<file path="config.mk">
export PLATFORM = sky130hd
export DESIGN_NAME = bmd_pm_drain_ctrl
export DESIGN_NICKNAME = d
export VERILOG_FILES = /design/src/rtl/bmd_pm_drain_ctrl_pkg.sv /design/src/rtl/bmd_pm_drain_ctrl_sat_cnt.sv /design/src/rtl/bmd_pm_drain_ctrl.sv
export SDC_FILE = /design/constraint.sdc
export NUM_CORES = 1
export LEC_CHECK = 0
export CORE_ASPECT_RATIO = 1.75
export CORE_MARGIN = 2
export CORE_UTILIZATION = 47
export CTS_BUF_LIST = sky130_fd_sc_hd__clkbuf_4 sky130_fd_sc_hd__clkbuf_8
export DETAILED_ROUTE_END_ITERATION = 10
export PLACE_DENSITY = 0.84
export SLEW_MARGIN = 20
export SYNTH_ARGS = -nofsm -noshare
export SYNTH_HDL_FRONTEND = slang
export SYNTH_SLANG_ARGS = --single-unit
</file>
<file path="constraint.sdc">
create_clock -name clk -period 2.6 [get_ports clk]
set_input_delay 0.52 -clock clk [delete_from_list [all_inputs] [get_ports clk]]
set_output_delay 0.52 -clock clk [all_outputs]
set_load 0.01 [all_outputs]
</file>
<file path="src/rtl/bmd_pm_drain_ctrl_pkg.sv">
`default_nettype none
// +----------------------------------------------------------------------+
// | bmd_pm_pkg : shared types and defaults for the BMD PM drain sequencer |
// | Revision   : 1.0                                                      |
// +----------------------------------------------------------------------+
package bmd_pm_pkg;

  localparam int unsigned c_CNT_W = 6;

  typedef enum logic [1:0] {
    PM_IDLE  = 2'd0,
    PM_DRAIN = 2'd1,
    PM_ACK   = 2'd2,
    PM_HOLD  = 2'd3
  } pm_state_e;

  typedef enum logic {
    PM_TGT_PS = 1'b0,
    PM_TGT_TO = 1'b1
  } pm_tgt_e;

endpackage
`default_nettype wire

</file>
<file path="src/rtl/bmd_pm_drain_ctrl_sat_cnt.sv">
`default_nettype none
// +----------------------------------------------------------------------+
// | bmd_pm_sat_cnt : saturating up/down counter (holds at 0 and at max)   |
// | Revision       : 1.0                                                  |
// +----------------------------------------------------------------------+
module bmd_pm_sat_cnt
  import bmd_pm_pkg::*;
#(
  parameter int unsigned W = c_CNT_W
) (
  input  logic         clk,
  input  logic         rst,
  input  logic         inc,
  input  logic         dec,
  output logic [W-1:0] cnt
);

  localparam logic [W-1:0] c_MAX = '1;

  logic [W-1:0] r_cnt;

  // Simultaneous inc and dec cancel, so only the exclusive cases move the count.
  always_ff @(posedge clk or posedge rst) begin
    if (rst) begin
      r_cnt <= '0;
    end else if (inc && !dec && (r_cnt != c_MAX)) begin
      r_cnt <= r_cnt + 1'b1;
    end else if (dec && !inc && (r_cnt != '0)) begin
      r_cnt <= r_cnt - 1'b1;
    end
  end

  assign cnt = r_cnt;

endmodule
`default_nettype wire

</file>
<file path="src/rtl/bmd_pm_drain_ctrl.sv">
`default_nettype none
// +----------------------------------------------------------------------+
// | bmd_pm_drain_ctrl : drains outstanding BMD traffic, then acks PM req  |
// | Optional drain timeout: define BMD_PM_DRAIN_TIMEOUT_EN. Revision: 1.0 |
// +----------------------------------------------------------------------+
module bmd_pm_drain_ctrl
  import bmd_pm_pkg::*;
#(
  parameter int          TCQ            = 1,
  parameter int unsigned CNT_W          = c_CNT_W,
  parameter int unsigned TIMEOUT_CYCLES = 4096
) (
  input  logic             clk,
  input  logic             rst,
  input  logic             req_compl,
  input  logic             compl_done,
  input  logic             rd_req_issued,
  input  logic             rd_cpl_last,
  input  logic             cfg_power_state_change_interrupt,
  input  logic             cfg_to_turnoff,
  output logic             cfg_power_state_change_ack,
  output logic             cfg_turnoff_ok,
  output logic             req_hold,
  output logic [CNT_W-1:0] cpl_pending,
  output logic [CNT_W-1:0] rd_pending,
  output logic [1:0]       pm_state,
  output logic             drain_timeout
);

  if ((TIMEOUT_CYCLES < 2) || (TCQ < 0)) begin : g_param_chk
    $error("bmd_pm_drain_ctrl: TIMEOUT_CYCLES must be >= 2 and TCQ >= 0");
  end

  pm_state_e        r_state;
  pm_state_e        w_state_nxt;
  pm_tgt_e          r_tgt;
  pm_tgt_e          w_tgt_nxt;
  logic [CNT_W-1:0] w_cpl_cnt;
  logic [CNT_W-1:0] w_rd_cnt;
  logic             w_trig;
  logic             w_cnt_zero;
  logic             w_drained;
  logic             w_force;
  logic             w_ack;
  logic             w_ok;
  logic             w_hold;

  bmd_pm_sat_cnt #(.W(CNT_W)) u_cpl_cnt (
    .clk (clk),
    .rst (rst),
    .inc (req_compl),
    .dec (compl_done),
    .cnt (w_cpl_cnt)
  );

  bmd_pm_sat_cnt #(.W(CNT_W)) u_rd_cnt (
    .clk (clk),
    .rst (rst),
    .inc (rd_req_issued),
    .dec (rd_cpl_last),
    .cnt (w_rd_cnt)
  );

  // Level of whichever request launched the current drain.
  assign w_trig     = (r_tgt == PM_TGT_TO) ? cfg_to_turnoff : cfg_power_state_change_interrupt;
  assign w_cnt_zero = (w_cpl_cnt == '0) && (w_rd_cnt == '0);
  assign w_drained  = w_cnt_zero && !req_compl;

`ifdef BMD_PM_DRAIN_TIMEOUT_EN
  localparam int unsigned      c_TO_W   = $clog2(TIMEOUT_CYCLES);
  localparam logic [c_TO_W-1:0] c_TO_MAX = c_TO_W'(TIMEOUT_CYCLES - 1);

  logic [c_TO_W-1:0] r_to_cnt;
  logic              r_drain_to;

  assign w_force = (r_to_cnt == c_TO_MAX) && !w_cnt_zero;

  // Timer parks at its terminal value so a late-arriving request cannot wrap it.
  always_ff @(posedge clk or posedge rst) begin
    if (rst) begin
      r_to_cnt   <= '0;
      r_drain_to <= 1'b0;
    end else if ((r_state == PM_IDLE) && (w_state_nxt == PM_DRAIN)) begin
      r_to_cnt   <= '0;
      r_drain_to <= 1'b0;
    end else if (r_state == PM_DRAIN) begin
      if (r_to_cnt != c_TO_MAX) begin
        r_to_cnt <= r_to_cnt + 1'b1;
      end
      if ((w_state_nxt == PM_ACK) && w_force) begin
        r_drain_to <= 1'b1;
      end
    end
  end

  assign drain_timeout = r_drain_to;
`else
  assign w_force       = 1'b0;
  assign drain_timeout = 1'b0;
`endif

  always_ff @(posedge clk or posedge rst) begin
    if (rst) begin
      r_state <= PM_IDLE;
      r_tgt   <= PM_TGT_PS;
    end else begin
      r_state <= w_state_nxt;
      r_tgt   <= w_tgt_nxt;
    end
  end

  always_comb begin
    w_state_nxt = r_state;
    w_tgt_nxt   = r_tgt;
    case (r_state)
      PM_IDLE: begin
        if (cfg_to_turnoff) begin
          w_state_nxt = PM_DRAIN;
          w_tgt_nxt   = PM_TGT_TO;
        end else if (cfg_power_state_change_interrupt) begin
          w_state_nxt = PM_DRAIN;
          w_tgt_nxt   = PM_TGT_PS;
        end
      end
      PM_DRAIN: begin
        if (!w_trig) begin
          w_state_nxt = PM_IDLE;
        end else if ((r_tgt == PM_TGT_PS) && cfg_to_turnoff) begin
          w_tgt_nxt = PM_TGT_TO;
        end else if (w_drained || w_force) begin
          w_state_nxt = PM_ACK;
        end
      end
      PM_ACK: begin
        w_state_nxt = PM_HOLD;
      end
      PM_HOLD: begin
        if (!w_trig) begin
          w_state_nxt = PM_IDLE;
        end
      end
      default: begin
        w_state_nxt = PM_IDLE;
      end
    endcase
  end

  always_comb begin
    w_ack  = 1'b0;
    w_ok   = 1'b0;
    w_hold = 1'b0;
    case (r_state)
      PM_DRAIN: begin
        w_hold = 1'b1;
      end
      PM_ACK: begin
        w_hold = 1'b1;
        w_ack  = (r_tgt == PM_TGT_PS);
        w_ok   = (r_tgt == PM_TGT_TO);
      end
      PM_HOLD: begin
        w_hold = 1'b1;
        w_ok   = (r_tgt == PM_TGT_TO);
      end
      default: begin
        w_hold = 1'b0;
      end
    endcase
  end

  assign cfg_power_state_change_ack = w_ack;
  assign cfg_turnoff_ok             = w_ok;
  assign req_hold                   = w_hold;
  assign cpl_pending                = w_cpl_cnt;
  assign rd_pending                 = w_rd_cnt;
  assign pm_state                   = r_state;

endmodule
`default_nettype wire

</file>
## Word-level counts from Yosys, hierarchy flattened

Index checks and enable logic that the tools add are counted.

- $add $sub $neg: 4
- Equality and inequality tests: 11
- Mux-type cells: 20
- Reductions and logical operators: 27
- Bitwise operators: 1

Operators by type and width:

| operator | count |
|---|---|
| 2-to-1 mux 6 bit | 4 |
| adder 6 x 1 -> 6 bit, second input constant | 2 |
| zero test 6 bit | 2 |
| 2-to-1 mux 2 bit | 6 |
| inequality test 6 bit, second input constant | 2 |
| nonzero test 6 bit | 2 |
| subtractor 6 x 1 -> 6 bit, second input constant | 2 |
| logical AND 1 bit | 11 |
| inequality test 3 bit, second input constant | 3 |
| 2-to-1 mux 1 bit | 8 |
| one-hot mux 2 bit (4 select lines) | 1 |
| AND reduction 4 bit | 2 |
| inequality test 2 bit, second input constant | 3 |
| nonzero test 2 bit | 3 |
| equality test 2 bit, second input constant | 2 |
| zero test 1 bit | 4 |
| OR reduction 3 bit | 1 |
| equality test 2 x 1 -> 1 bit, second input constant | 1 |
| zero test 2 bit | 1 |
| one-hot mux 1 bit (2 select lines) | 1 |
| OR reduction 2 bit | 1 |
| NOT 1 bit | 1 |

- Word-level logic and storage cells: 67
- Bits in registers: 15
- Input bits: 8
- Output and inout port bits: 18

## Longest topological paths before layout

- Word-level depth: 7
- Mapped depth: 10
- Gate-level depth less buffers: 10

## By module

From an unflattened synthesis, not the netlist that was laid out.

- Cell total of the unflattened synthesis: 122
- Area total of the unflattened synthesis: 1,219.9 um2

By module, submodules not included:

| module | seq. area each (um2) | instances | area each (um2) | cells an instance |
|---|---|---|---|---|
| bmd_pm_sat_cnt | 150.1 | 2 | 486.7 | 45 |
| bmd_pm_drain_ctrl | 75.1 | 1 | 246.5 | 32 |

## Least setup slack after synthesis

Ideal clock, no wire load.

- Path type: reg2reg
- Start: reg u_cpl_cnt.r_cnt[0] (netlist: u_cpl_cnt.cnt[0])
- End: reg u_cpl_cnt.r_cnt[5] (netlist: u_cpl_cnt.cnt[5])
- Buffers on the path: 0
- Setup time: 0.139 ns
- Path slack: -0.007 ns
- Data arrival time: 2.469 ns
- Required time: 2.461 ns
- Stages on the path, launching flop included: 10
- Clock period less this slack: 2.607 ns
- Cells stage by stage: dfrtp_1 -> and4_2 -> nand3_1 -> nand3_1 -> ha_1 -> a21o_1 -> a2bb2oi_1 -> and2_1 -> mux2i_1 -> or4_1

- Cells in the longest elaborated chain, start to end: 3
- Elaborated cells between the ends (all ways): 9
- Classes of those cells: add/sub (2); eq/ne (1); mux (2); reduce/logical (4)

RTL lines:

| item | RTL line | RTL |
|---|---|---|
| from (decl) | bmd_pm_drain_ctrl_sat_cnt.sv:20 | `logic [W-1:0] r_cnt;` |
| from (signal assigned) | bmd_pm_drain_ctrl_sat_cnt.sv:27 | `r_cnt <= r_cnt + 1'b1;` |
| from (signal assigned) | bmd_pm_drain_ctrl_sat_cnt.sv:29 | `r_cnt <= r_cnt - 1'b1;` |
| subtractor 6 x 1 -> 6 bit (tied with other cells) | bmd_pm_drain_ctrl_sat_cnt.sv:29 |  |
| 2-to-1 mux 6 bit (tied with other cells) | bmd_pm_drain_ctrl_sat_cnt.sv:28 | `end else if (dec && !inc && (r_cnt != '0)) begin` |
| 2-to-1 mux 6 bit or nonzero test 2 bit (tied branches) | n/a |  |

Several ways; a longest one is shown, not always the timed one. The select of a mux whose other input is x is not followed.
A chain may end at the register's enable or synchronous reset.

## Worst setup path after layout

- Start: reg u_cpl_cnt.r_cnt[5] (netlist: u_cpl_cnt.cnt[5])
- End: reg u_cpl_cnt.r_cnt[5] (netlist: u_cpl_cnt.cnt[5])

The elaborated chain is that of the path after synthesis.

==> flow_summary.ini <==
[outcome]
status = finished, final reports clean

[place]
gp_congestion = 0.818
placed_cell_area_sq_um = 1630
io_buffer_count = 24
hpwlAfterDp_um = 2470

[synth]
yosysTopAreaCell = dfrtp_1
yosys_warnings = 0
syn_nets = 140
netlist_area_sq_um = 1170
synth-seq-cells = 15
yosysSeqAreaShare_pct = 32.1
syn_avg_cell_area_sq_um = 9.58
synthTopCellsByArea = dfrtp_1, mux2_2, ha_1
synth_edf_count = 0
synth_top_area_share_pct = 32.1
synthCells = 122
synth_cell_types = 41
synthArstFlopShare_pct = 100
dominantRegCellSynth = dfrtp_1

[route]
vias = 1155
via_per_inst = 5.86
dr.pass1.iters = 4
wl_per_cell_um = 15.9
wirelength_um = 3130
antenna_left = 0
first_iter_violations = 22
drc = 0

[global_routing]
grt_pass1_wl_um = 5390
grt_use_total_pct = 23.2
antenna_found_initial = 0
grt_pass1_vias = 1265
grt_max_degree = 16
gr-total-overflow = 0

[cells_and_area]
multi_input_area_sq_um = 792
drive_above_1_share_pct = 30.2
diodes = 0
nets = 191
seq_area_sq_um = 378
final_cell_mix = clkdlybuf4s50_1, buf_4, dfrtp_1
utilization_pct = 72.9
fill_cells = 170
area_growth_syn_to_layout_pct = 45.5
fin_area_sq_um = 1700

[setup_path]
crit_path_cell_trace = and4_2 > nand3_1 > nand3_4 > ha_1 > a21oi_2 > a2bb2oi_2 > and2_1 > mux2i_1 > or4_1
cp_slowest_cell = or4_1
critPathKind = flop to flop
critPathLaunchType = flop
required_ns = 2.72
crit_path_start = u_cpl_cnt.cnt[5]$_DFFE_PP0P_
critPathMaxFanout = 6
r2r_start = u_cpl_cnt.cnt[5]$_DFFE_PP0P_
critPathTopFamily = simple AND/OR/NAND/NOR gates
slowest_delay_ns = 0.51
arrival_ns = 2.67
critPathBufInv = 0
crit_path_end_kind = flop

[sta]
hold_ws_ns = 0.604
slew_viol_final = 0
finalCritPeriodShare_pct = 97.9
hold_viol = 0
max_freq_ghz = 0.393
setup_viol = 0
slew_headroom_pct = 58.9
clock_skew_ns = 0.00340
fin_crit_ns = 2.55
tightest_slew_ns = 0.616

[power]
peakVddDrop_uv = 727
p_leak_nw = 0.735
powerDensity_nw_per_um2 = 1190

[clock_network]
clock_path_buffers = 2
cts_setup_buffers = 0
cts.sinks = 15
cts_buffers = 3
root_buffer = clkbuf_8
clk-insertion-delay-late_ns = 0.25
cts.clk_slew.worst_paths_ns = 0.06
htree_levels = 1
cts_tree = built
hold_buffers = 0

[hold_path]
hold_path.startpoint = pm_state[0]$_DFFE_PP0P_
holdCritPathClass = flop to flop

[job]
max_cap_viol_count = 0

[floorplanning]
rows = 23
core-area_sq_um = 2330
die_w_um = 41.7
die_area_sq_um = 2920
num_io_pins = 26
start_util_pct = 50.1
dieHeight_um = 70.0
-- stage by stage --
| step | setup TNS, ns | setup slack, ns | cells | total power, W |
|---|---|---|---|---|
| after detailed placement | -0.448 | -0.258 | 193 | 0.00177 |
| after global routing | -0.0533 | -0.0533 | 197 | 0.00218 |
| final | 0 | 0.0536 | 197 | 0.00203 |
| after floorplan | 0 | 0.0538 | 122 | 0.00117 |
| after global placement | -0.222 | -0.176 | 193 | 0.00170 |
| after CTS | 0 | 0.0250 | 197 | 0.00198 |
-- cell type report --
type	instances	area share [%]
multi-input cells	97	46.6
repair buffers	48	24.7
flip-flops and latches	15	22.2
clock buffers	4	2.87
well taps	25	1.84
inverters	8	1.77
-- per-layer routing --
layer  wire, um  global-route usage, %
met5          0                      0
met4        104                   12.2
met3         93                   4.13
met2       1800                   44.1
met1       1130                   22.5
-- cell usage after synthesis (2+ instances only) --
cell	n
nor2_1	9
xnor2_1	6
nand4_1	2
a21o_1	4
fa_1	2
nand2_1	5
nand3_1	6
o21ai_0	3
or2_2	2
dfrtp_1	15
xor2_1	2
mux2_2	9
ha_1	8
or4_1	3
and2_1	3
a211oi_1	2
a21oi_1	10
inv_1	8
-- worst reg2reg max path: cells and delay by family (launching register included) --
| family | cells | cell delay (ns) |
|---|---|---|
| AND/OR/NAND/NOR | 5 | 1.23 |
| flip-flops | 1 | 0.40 |
| AO/OA/AOI/OAI | 2 | 0.39 |
| adder cells (fa/ha/maj) | 1 | 0.33 |
| multiplexers | 1 | 0.07 |
-- power by group --
group          leakage [nW]  switching [W]  internal (W)
Sequential            0.175       0.000110      0.000344
Combinational         0.534       0.000606      0.000763
Clock                0.0262      0.0000837      0.000119
-- logic make-up (layout without fill, tap and decap cells) --
kind of cell,Yosys count,count (layout),share of synthesized area [%]
simple gates,40,40,20.2
compound gates,28,28,16.3
flops,15,15,32.1
fa+ha+maj,10,10,12.0
mux,10,10,9.53
buf+inv,10,60,3.53
xor+xnor,8,8,6.00
other cells,1,1,0.321
-- state kept, by name (all words and copies together), names as in the netlist, named ones only --
name and cells:
r_tgt 1, u_rd_cnt.cnt 6, u_cpl_cnt.cnt 6, pm_state 1
-- timing repair --
action,CTS,global route
cloned,0,0
hold endpoints to repair,0,0
gates resized for setup,1,6
endpoints found under the setup margin,1,2
-- path summary, 6_finish.rpt --
path                                           endpoint  slack, ns  cells after the start
max                        u_cpl_cnt.cnt[5]$_DFFE_PP0P_       0.05                      9
min                                                flop       0.60                      1
max reg2reg                u_cpl_cnt.cnt[5]$_DFFE_PP0P_       0.05                      9
min reg2reg                                        flop       0.60                      1
max in group asynchronous   u_rd_cnt.cnt[1]$_DFFE_PP0P_       1.52                      2
min in group asynchronous   u_rd_cnt.cnt[0]$_DFFE_PP0P_       0.65                      2
Note: power is estimated with default switching activity, not from simulation.
